**src/rtl/ram16x4_arbiter_if.sv**
```systemverilog
// Requester-side bundle for ram16x4_arbiter: two packed request channels and a shared response path.
// Handshake: request i is taken on a rising edge where req_valid[i] & req_ready[i]; rsp_valid is a one-cycle, one-hot completion pulse.
interface ram16x4_arbiter_if #(
    parameter int AW = 4,
    parameter int DW = 4
);
    logic [1:0]      req_valid;
    logic [1:0]      req_we;
    logic [2*AW-1:0] req_addr;
    logic [2*DW-1:0] req_wdata;
    logic [1:0]      req_ready;
    logic [1:0]      rsp_valid;
    logic [DW-1:0]   rsp_rdata;

    modport master (
        output req_valid, req_we, req_addr, req_wdata,
        input  req_ready, rsp_valid, rsp_rdata
    );

    modport slave (
        input  req_valid, req_we, req_addr, req_wdata,
        output req_ready, rsp_valid, rsp_rdata
    );
endinterface

```
**src/rtl/ram16x4_arbiter.sv**
```systemverilog
// Two-requester arbiter in front of a single-port synchronous RAM; one operation is in flight at a time:
// IDLE (accept) -> ISSUE (drive RAM) -> RESP (capture read data) -> IDLE.
module ram16x4_arbiter #(
    parameter int AW         = 4,
    parameter int DW         = 4,
    parameter bit FIXED_PRIO = 1'b0
) (
    input  logic                clk,
    input  logic                rst,
    ram16x4_arbiter_if.slave    bus,
    output logic                ram_we,
    output logic [AW-1:0]       ram_addr,
    output logic [DW-1:0]       ram_wdata,
    input  logic [DW-1:0]       ram_rdata,
    output logic                busy,
    output logic                grant_id,
    output logic [1:0]          fsm_state
);
    typedef enum logic [1:0] {
        IDLE  = 2'd0,
        ISSUE = 2'd1,
        RESP  = 2'd2
    } state_t;

    state_t          state;
    state_t          state_nxt;
    logic            rr_ptr;
    logic            winner;
    logic            accept;
    logic            cmd_we;
    logic            cmd_id;
    logic [AW-1:0]   cmd_addr;
    logic [DW-1:0]   cmd_wdata;
    logic [1:0]      req_ready;
    logic [1:0]      rsp_valid;
    logic [DW-1:0]   rsp_rdata;

    // A lone requester always wins; rr_ptr only breaks ties.
    always_comb begin
        winner = 1'b0;
        case (bus.req_valid)
            2'b10:   winner = 1'b1;
            2'b11:   winner = FIXED_PRIO ? 1'b0 : rr_ptr;
            default: winner = 1'b0;
        endcase
    end

    assign accept = (state == IDLE) && (bus.req_valid != 2'b00);

    always_ff @(posedge clk) begin
        if (rst) begin
            state <= IDLE;
        end else begin
            state <= state_nxt;
        end
    end

    always_comb begin
        state_nxt = state;
        case (state)
            IDLE:    if (accept) state_nxt = ISSUE;
            ISSUE:   state_nxt = RESP;
            RESP:    state_nxt = IDLE;
            default: state_nxt = IDLE;
        endcase
    end

    always_comb begin
        req_ready = 2'b00;
        if (accept) req_ready = winner ? 2'b10 : 2'b01;
        ram_we    = (state == ISSUE) && cmd_we;
        busy      = (state != IDLE);
        grant_id  = busy ? cmd_id : 1'b0;
        fsm_state = state;
    end

    // The command registers only change on accept, so the RAM bus holds the last issued op between accesses.
    always_ff @(posedge clk) begin
        if (rst) begin
            rr_ptr    <= 1'b0;
            cmd_we    <= 1'b0;
            cmd_id    <= 1'b0;
            cmd_addr  <= '0;
            cmd_wdata <= '0;
        end else if (accept) begin
            if (!FIXED_PRIO) rr_ptr <= ~winner;
            cmd_id    <= winner;
            cmd_we    <= bus.req_we[winner];
            cmd_addr  <= winner ? bus.req_addr[2*AW-1:AW]  : bus.req_addr[AW-1:0];
            cmd_wdata <= winner ? bus.req_wdata[2*DW-1:DW] : bus.req_wdata[DW-1:0];
        end
    end

    always_ff @(posedge clk) begin
        if (rst) begin
            rsp_valid <= 2'b00;
            rsp_rdata <= '0;
        end else if (state == RESP) begin
            rsp_valid <= cmd_id ? 2'b10 : 2'b01;
            rsp_rdata <= cmd_we ? '0 : ram_rdata;
        end else begin
            rsp_valid <= 2'b00;
            rsp_rdata <= '0;
        end
    end

    assign ram_addr      = cmd_addr;
    assign ram_wdata     = cmd_wdata;
    assign bus.req_ready = req_ready;
    assign bus.rsp_valid = rsp_valid;
    assign bus.rsp_rdata = rsp_rdata;
endmodule

```
**src/flat_wrapper.sv**
```systemverilog
// flat-port wrapper written by rule: the top's interface ports become plain ports
module ram16x4_arbiter_flat 
#(
    parameter int AW         = 4,
    parameter int DW         = 4,
    parameter bit FIXED_PRIO = 1'b0
)
  (clk, rst, ram_we, ram_addr, ram_wdata, ram_rdata, busy, grant_id, fsm_state, bus_req_valid, bus_req_we, bus_req_addr, bus_req_wdata, bus_req_ready, bus_rsp_valid, bus_rsp_rdata);
  ram16x4_arbiter_if #(.AW(AW), .DW(DW)) bus_i ();
  input  logic clk;
  input  logic rst;
  output logic ram_we;
  output logic [AW-1:0] ram_addr;
  output logic [DW-1:0] ram_wdata;
  input  logic [DW-1:0] ram_rdata;
  output logic busy;
  output logic grant_id;
  output logic [1:0] fsm_state;
  input wire logic [$bits(bus_i.req_valid)-1:0] bus_req_valid;
  input wire logic [$bits(bus_i.req_we)-1:0] bus_req_we;
  input wire logic [$bits(bus_i.req_addr)-1:0] bus_req_addr;
  input wire logic [$bits(bus_i.req_wdata)-1:0] bus_req_wdata;
  output wire logic [$bits(bus_i.req_ready)-1:0] bus_req_ready;
  output wire logic [$bits(bus_i.rsp_valid)-1:0] bus_rsp_valid;
  output wire logic [$bits(bus_i.rsp_rdata)-1:0] bus_rsp_rdata;
  assign bus_i.req_valid = bus_req_valid;
  assign bus_i.req_we = bus_req_we;
  assign bus_i.req_addr = bus_req_addr;
  assign bus_i.req_wdata = bus_req_wdata;
  assign bus_req_ready = bus_i.req_ready;
  assign bus_rsp_valid = bus_i.rsp_valid;
  assign bus_rsp_rdata = bus_i.rsp_rdata;
  ram16x4_arbiter #(.AW(AW), .DW(DW), .FIXED_PRIO(FIXED_PRIO)) u_core (.clk(clk), .rst(rst), .bus(bus_i), .ram_we(ram_we), .ram_addr(ram_addr), .ram_wdata(ram_wdata), .ram_rdata(ram_rdata), .busy(busy), .grant_id(grant_id), .fsm_state(fsm_state));
endmodule
```
**config.mk**
```make
export PLATFORM = sky130hd
export DESIGN_NAME = ram16x4_arbiter_flat
export DESIGN_NICKNAME = d
export VERILOG_FILES = /design/src/rtl/ram16x4_arbiter_if.sv /design/src/rtl/ram16x4_arbiter.sv /design/src/flat_wrapper.sv
export SDC_FILE = /design/constraint.sdc
export NUM_CORES = 1
export LEC_CHECK = 0
export CORE_UTILIZATION = 30
export DETAILED_ROUTE_END_ITERATION = 6
export GPL_TIMING_DRIVEN = 0
export PLACE_DENSITY = 0.66
export SLEW_MARGIN = 20
export SYNTH_ARGS = -nofsm -noshare
export SYNTH_HDL_FRONTEND = slang
export SYNTH_SLANG_ARGS = --single-unit
```
**constraint.sdc**
```tcl
create_clock -name clk -period 2.6 [get_ports clk]
set_clock_uncertainty 0.1 [all_clocks]
set_input_delay 0.65 -clock clk [delete_from_list [all_inputs] [get_ports clk]]
set_output_delay 0.65 -clock clk [all_outputs]
set_load 0.005 [all_outputs]
```
# Yosys cells after proc, flatten, opt, wreduce, memory -nomap -nowiden
# Cells that the tools add are included.
[totals]
ff_bits = 19
latchBits = 0
ramBits = 0
mem_bits_ro = 0
output_inout_bits = 21
wordCells = 34
n_memories = 0
[classes]
n_addsub = 0
multipliers = 0
div_mod_pow = 0
n_lt_le_gt_ge = 1
n_eq_ne = 5
n_shift = 0
n_mux = 11
bitwise = 2
reduce_logical = 7
[ops]
columns = ["op", "count"]
rows = [
  ["2-to-1 mux 2 bit", 4],
  ["2-to-1 mux 4 bit", 2],
  ["equality test 2 bit, second input constant", 3],
  ["case mux 2 bit (2 select lines)", 1],
  ["nonzero test 2 bit", 2],
  ["2-to-1 mux 1 bit", 3],
  ["OR reduction 3 bit", 1],
  ["equality test 2 x 1 -> 1 bit, second input constant", 1],
  ["logical AND 1 bit", 2],
  ["zero test 2 bit", 1],
  ["less-than comparator 1 x 2 -> 1 bit, second input constant", 1],
  ["inequality test 2 x 1 -> 1 bit, second input constant", 1],
  ["inverter 1 bit", 2],
  ["case mux 1 bit (2 select lines)", 1],
  ["OR reduction 2 bit", 1],
]

# Longest topological paths before layout
[logic_depth]
ltp_word = 4
depth_mapped = 4

# Least setup slack after synthesis
# OpenSTA, ideal clock, no wires.
[synth_path]
path_type = "input to output"
start = "input bus_req_valid[1]"
end = "output bus_req_ready[1]"
arrival_ns = 1.133
required_ns = 1.850
slack_ns = 0.717
stages = 4
path_buffers = 1
cell_sequence = "nor3b_2 -> buf_2 -> nand2_1 -> inv_1"
[synth_between]
elab_chain_cells = 4
word_cells_on_any_way = 7
[synth_lines]
columns = ["element", "line_no", "text"]
rows = [
  ["from (decl)", "flat_wrapper.sv:19", "input wire logic [$bits(bus_i.req_valid)-1:0] bus_req_valid;"],
  ["equality test 2 bit", "ram16x4_arbiter.sv:41", "case (bus.req_valid)"],
  ["case mux 1 bit (2 select lines)", "ram16x4_arbiter.sv:41", ""],
  ["2-to-1 mux 2 bit", "ram16x4_arbiter.sv:70", "if (accept) req_ready = winner ? 2'b10 : 2'b01;"],
  ["2-to-1 mux 2 bit (*)", "ram16x4_arbiter.sv:70", ""],
  ["to (decl)", "flat_wrapper.sv:23", "output wire logic [$bits(bus_i.req_ready)-1:0] bus_req_ready;"],
]
# Mark *: on every way between the ends. The rest lies on a longest branch, timed or not.

# Worst setup path in the final report
[layout_path]
start = "register u_core.state[0], in the netlist u_core.fsm_state[0]"
end = "output grant_id"
[layout_between]
elab_chain_cells = 2
[layout_lines]
columns = ["element", "line_no", "text"]
rows = [
  ["from (decl)", "ram16x4_arbiter.sv:25", "state_t state;"],
  ["from (signal assigned)", "ram16x4_arbiter.sv:54", "state <= state_nxt;"],
  ["nonzero test 2 bit", "ram16x4_arbiter.sv:72", "busy = (state != IDLE);"],
  ["2-to-1 mux 1 bit", "ram16x4_arbiter.sv:73", "grant_id = busy ? cmd_id : 1'b0;"],
  ["to (decl)", "flat_wrapper.sv:17", "output logic grant_id;"],
]
# Every way passes these cells.

==> reports/metrics.cfg <==
[yosys]
ys_seq_elements = 19
netlist_area_um2 = 766
yosysWarnings = 0
synth_cell_types = 21
netlist_instances = 86
synth_nets = 112
avgSynthCellArea_um2 = 8.90
ys_seq_area_share_pct = 49.7

[power_and_ir_drop]
p_leak_uw = 0.000530
powerDensity_nw_per_um2 = 478
vdd_drop_max_mv = 0.254

[layout]
stdcell_area_um2 = 1360
drive_gt1_share_pct = 15.4
seqCellArea_um2 = 383
multiInputGateArea_um2 = 365
area_growth_pct = 77.8
fillers = 219
nNetsFinal = 170
diodes = 0
mostFrequentLayoutCell = clkdlybuf4s50_1
layout_common_cells = clkdlybuf4s50_1, nand3_1, dfxtp_1

[setup_path]
worstPathMaxFanout = 10
slowest_delay_ps = 440
crit_path_end_kind = output pin
cp.required_ps = 1850
reg2regPathDepth = 8
critPathArrivalTime_ps = 1750
critPathKind = register to output pin
path_cells = or2_1, clkbuf_4, and2_1, clkdlybuf4s50_1
critPathSlowestCell = clkdlybuf4s50_1
cp-start-kind = register

[drt]
wl_per_cell_um = 13.5
drt_iter0_drc = 12
drc = 0
vias = 881
first_pass_iters = 4
vias_per_cell = 5.15
drt-total-wl_um = 2310
ant_nets = 0

[global_routing]
grt_max_degree = 12
grt_pass1_wl_um = 3660
grt_pass1_vias = 862
grt_antenna_before_repair = 0
gr-total-overflow = 0
grtUsageTotal_pct = 18.5

[sta]
finalSetupViolCount = 0
period_share_pct = 96.2
finalMaxSlewViolations = 0
rsz0062_at_grt = false
finalWorstSetupSlack_ps = 100
max_slew_margin_pct = 55.1
tightest_slew_ps = 671
max_freq_mhz = 400
period_minus_slack_ps = 2500
finalHoldViolCount = 0

[placed_design]
portBuffers = 46
dp_slack_ps = -389
hpwl_um = 1530
post_dp_cell_area_um2 = 1260
gp_congestion = 0.655

[clock_network]
ctsLongestPathBuffers = 2
cts.sinks = 19
clock_latency_ps = 290
cts_made_buffers = 3
hold_buffers = 0
htreeDepth = 1
clkTransAtPathRegs_ps = 110
cts_root_buffer = clkbuf_4
cts_tree = built

[floorplan]
num_io_pins = 47
num_rows = 17
start_util_pct = 33.0
dieArea_um2 = 2760
die_w_um = 52.5
die_height_um = 52.5
fp.coreArea_um2 = 2320

[min_path]
hold_path.class = register to register
holdPathStages = 2

[job]
drv_cap = 0

[run_status]
outcome = complete, no violations

[sequential cells by signal (all words and copies together) (netlist names)]
signal	cells
u_core.bus.rsp_rdata	4
u_core.ram_addr	4
u_core.ram_wdata	4
u_core.bus.rsp_valid	2
u_core.fsm_state	2
u_core.cmd_id	1
u_core.cmd_we	1
u_core.rr_ptr	1
[synth_stat cells]
library cell	n	area share, %
nor2_4	1	1.5
nand2_1	2	0.98
nand3_1	18	12
nor3b_1	1	0.98
nor2_1	4	2.0
dfxtp_1	19	50
inv_1	2	0.98
a211oi_1	1	0.98
nor3b_2	2	3.3
nor3_1	1	0.65
buf_4	1	0.98
and3b_1	1	1.1
or2_1	1	0.82
nand2b_1	2	1.6
buf_2	3	2.0
a21oi_1	1	0.65
clkbuf_1	1	0.49
or3b_4	1	1.5
o21ai_0	9	5.9
a31oi_1	9	7.4
and2_1	6	4.9
[kinds of logic (layout without fill, tap and decap cells)]
family	after synthesis	after routing	synth area share [%]
compound gates	20	20	14.9
flops	19	19	49.7
buf+inv	7	64	4.41
simple gates	40	40	31.0
[power breakdown]
| group | switching [µW] | internal (µW) |
|---|---|---|
| logic | 65.8 | 108 |
| registers | 16.3 | 311 |
| clock network | 92.9 | 57.2 |
[cell type report]
class | count | area share (%)
plain buffers | 5 | 2.57
clock inverters | 1 | 0.368
repair buffers | 53 | 37.3
flip-flops and latches | 19 | 28.1
inverters | 2 | 0.551
well taps | 28 | 2.57
multi-input cells | 60 | 26.8
clock buffers | 3 | 1.65
[final timing paths]
check | to | slack, ps | startpoint
worst max register to register | u_core.ram_wdata[2]$_SDFFE_PP0P_ | 1070 | u_core.fsm_state[0]$_SDFFE_PP0P_
worst min register to register | u_core.bus.rsp_valid[1]$_SDFF_PP0_ | 370 | u_core.cmd_id$_SDFFE_PP0P_
worst min-delay path | u_core.bus.rsp_valid[1]$_SDFF_PP0_ | 370 | u_core.cmd_id$_SDFFE_PP0P_
worst max-delay path | grant_id | 100 | u_core.fsm_state[0]$_SDFFE_PP0P_
[metal layers]
metal | wire [µm] | global-route usage (%) | up-vias
met3 | 148 | 3.77 | 2
met2 | 1140 | 32.9 | 45
li1 | - | - | 421
met5 | 0 | 0 | -
met4 | 9 | 6.58 | 0
met1 | 1010 | 21.6 | 413
[worst max-delay path: cells and delay by family, from the launching register on]
family	cells	cell delay (ps)
AND/OR/NAND/NOR	2	440
flip-flops	1	380
buffers and inverters	2	640
[metrics by stage]
step | utilization [%] | cells | total power, µW | hold slack [ps] | setup TNS, ps
final | 58.7 | 171 | 651 | 368 | 0
after global routing | 58.7 | 171 | 688 | 403 | 0
after CTS | 58.6 | 171 | 651 | 375 | 0
after detailed placement | 54.4 | 160 | 485 | 358 | -752
after global placement | 54.4 | 160 | 484 | 342 | -759
after floorplan | - | 86 | 389 | 322 | 0
[what timing repair did]
action | 4_1_cts | 5_1_grt
endpoints found under the setup margin | 2 | 1
resized for setup | 11 | 1
setup buffers | 7 | 0
(Power assumes the default switching activity.)
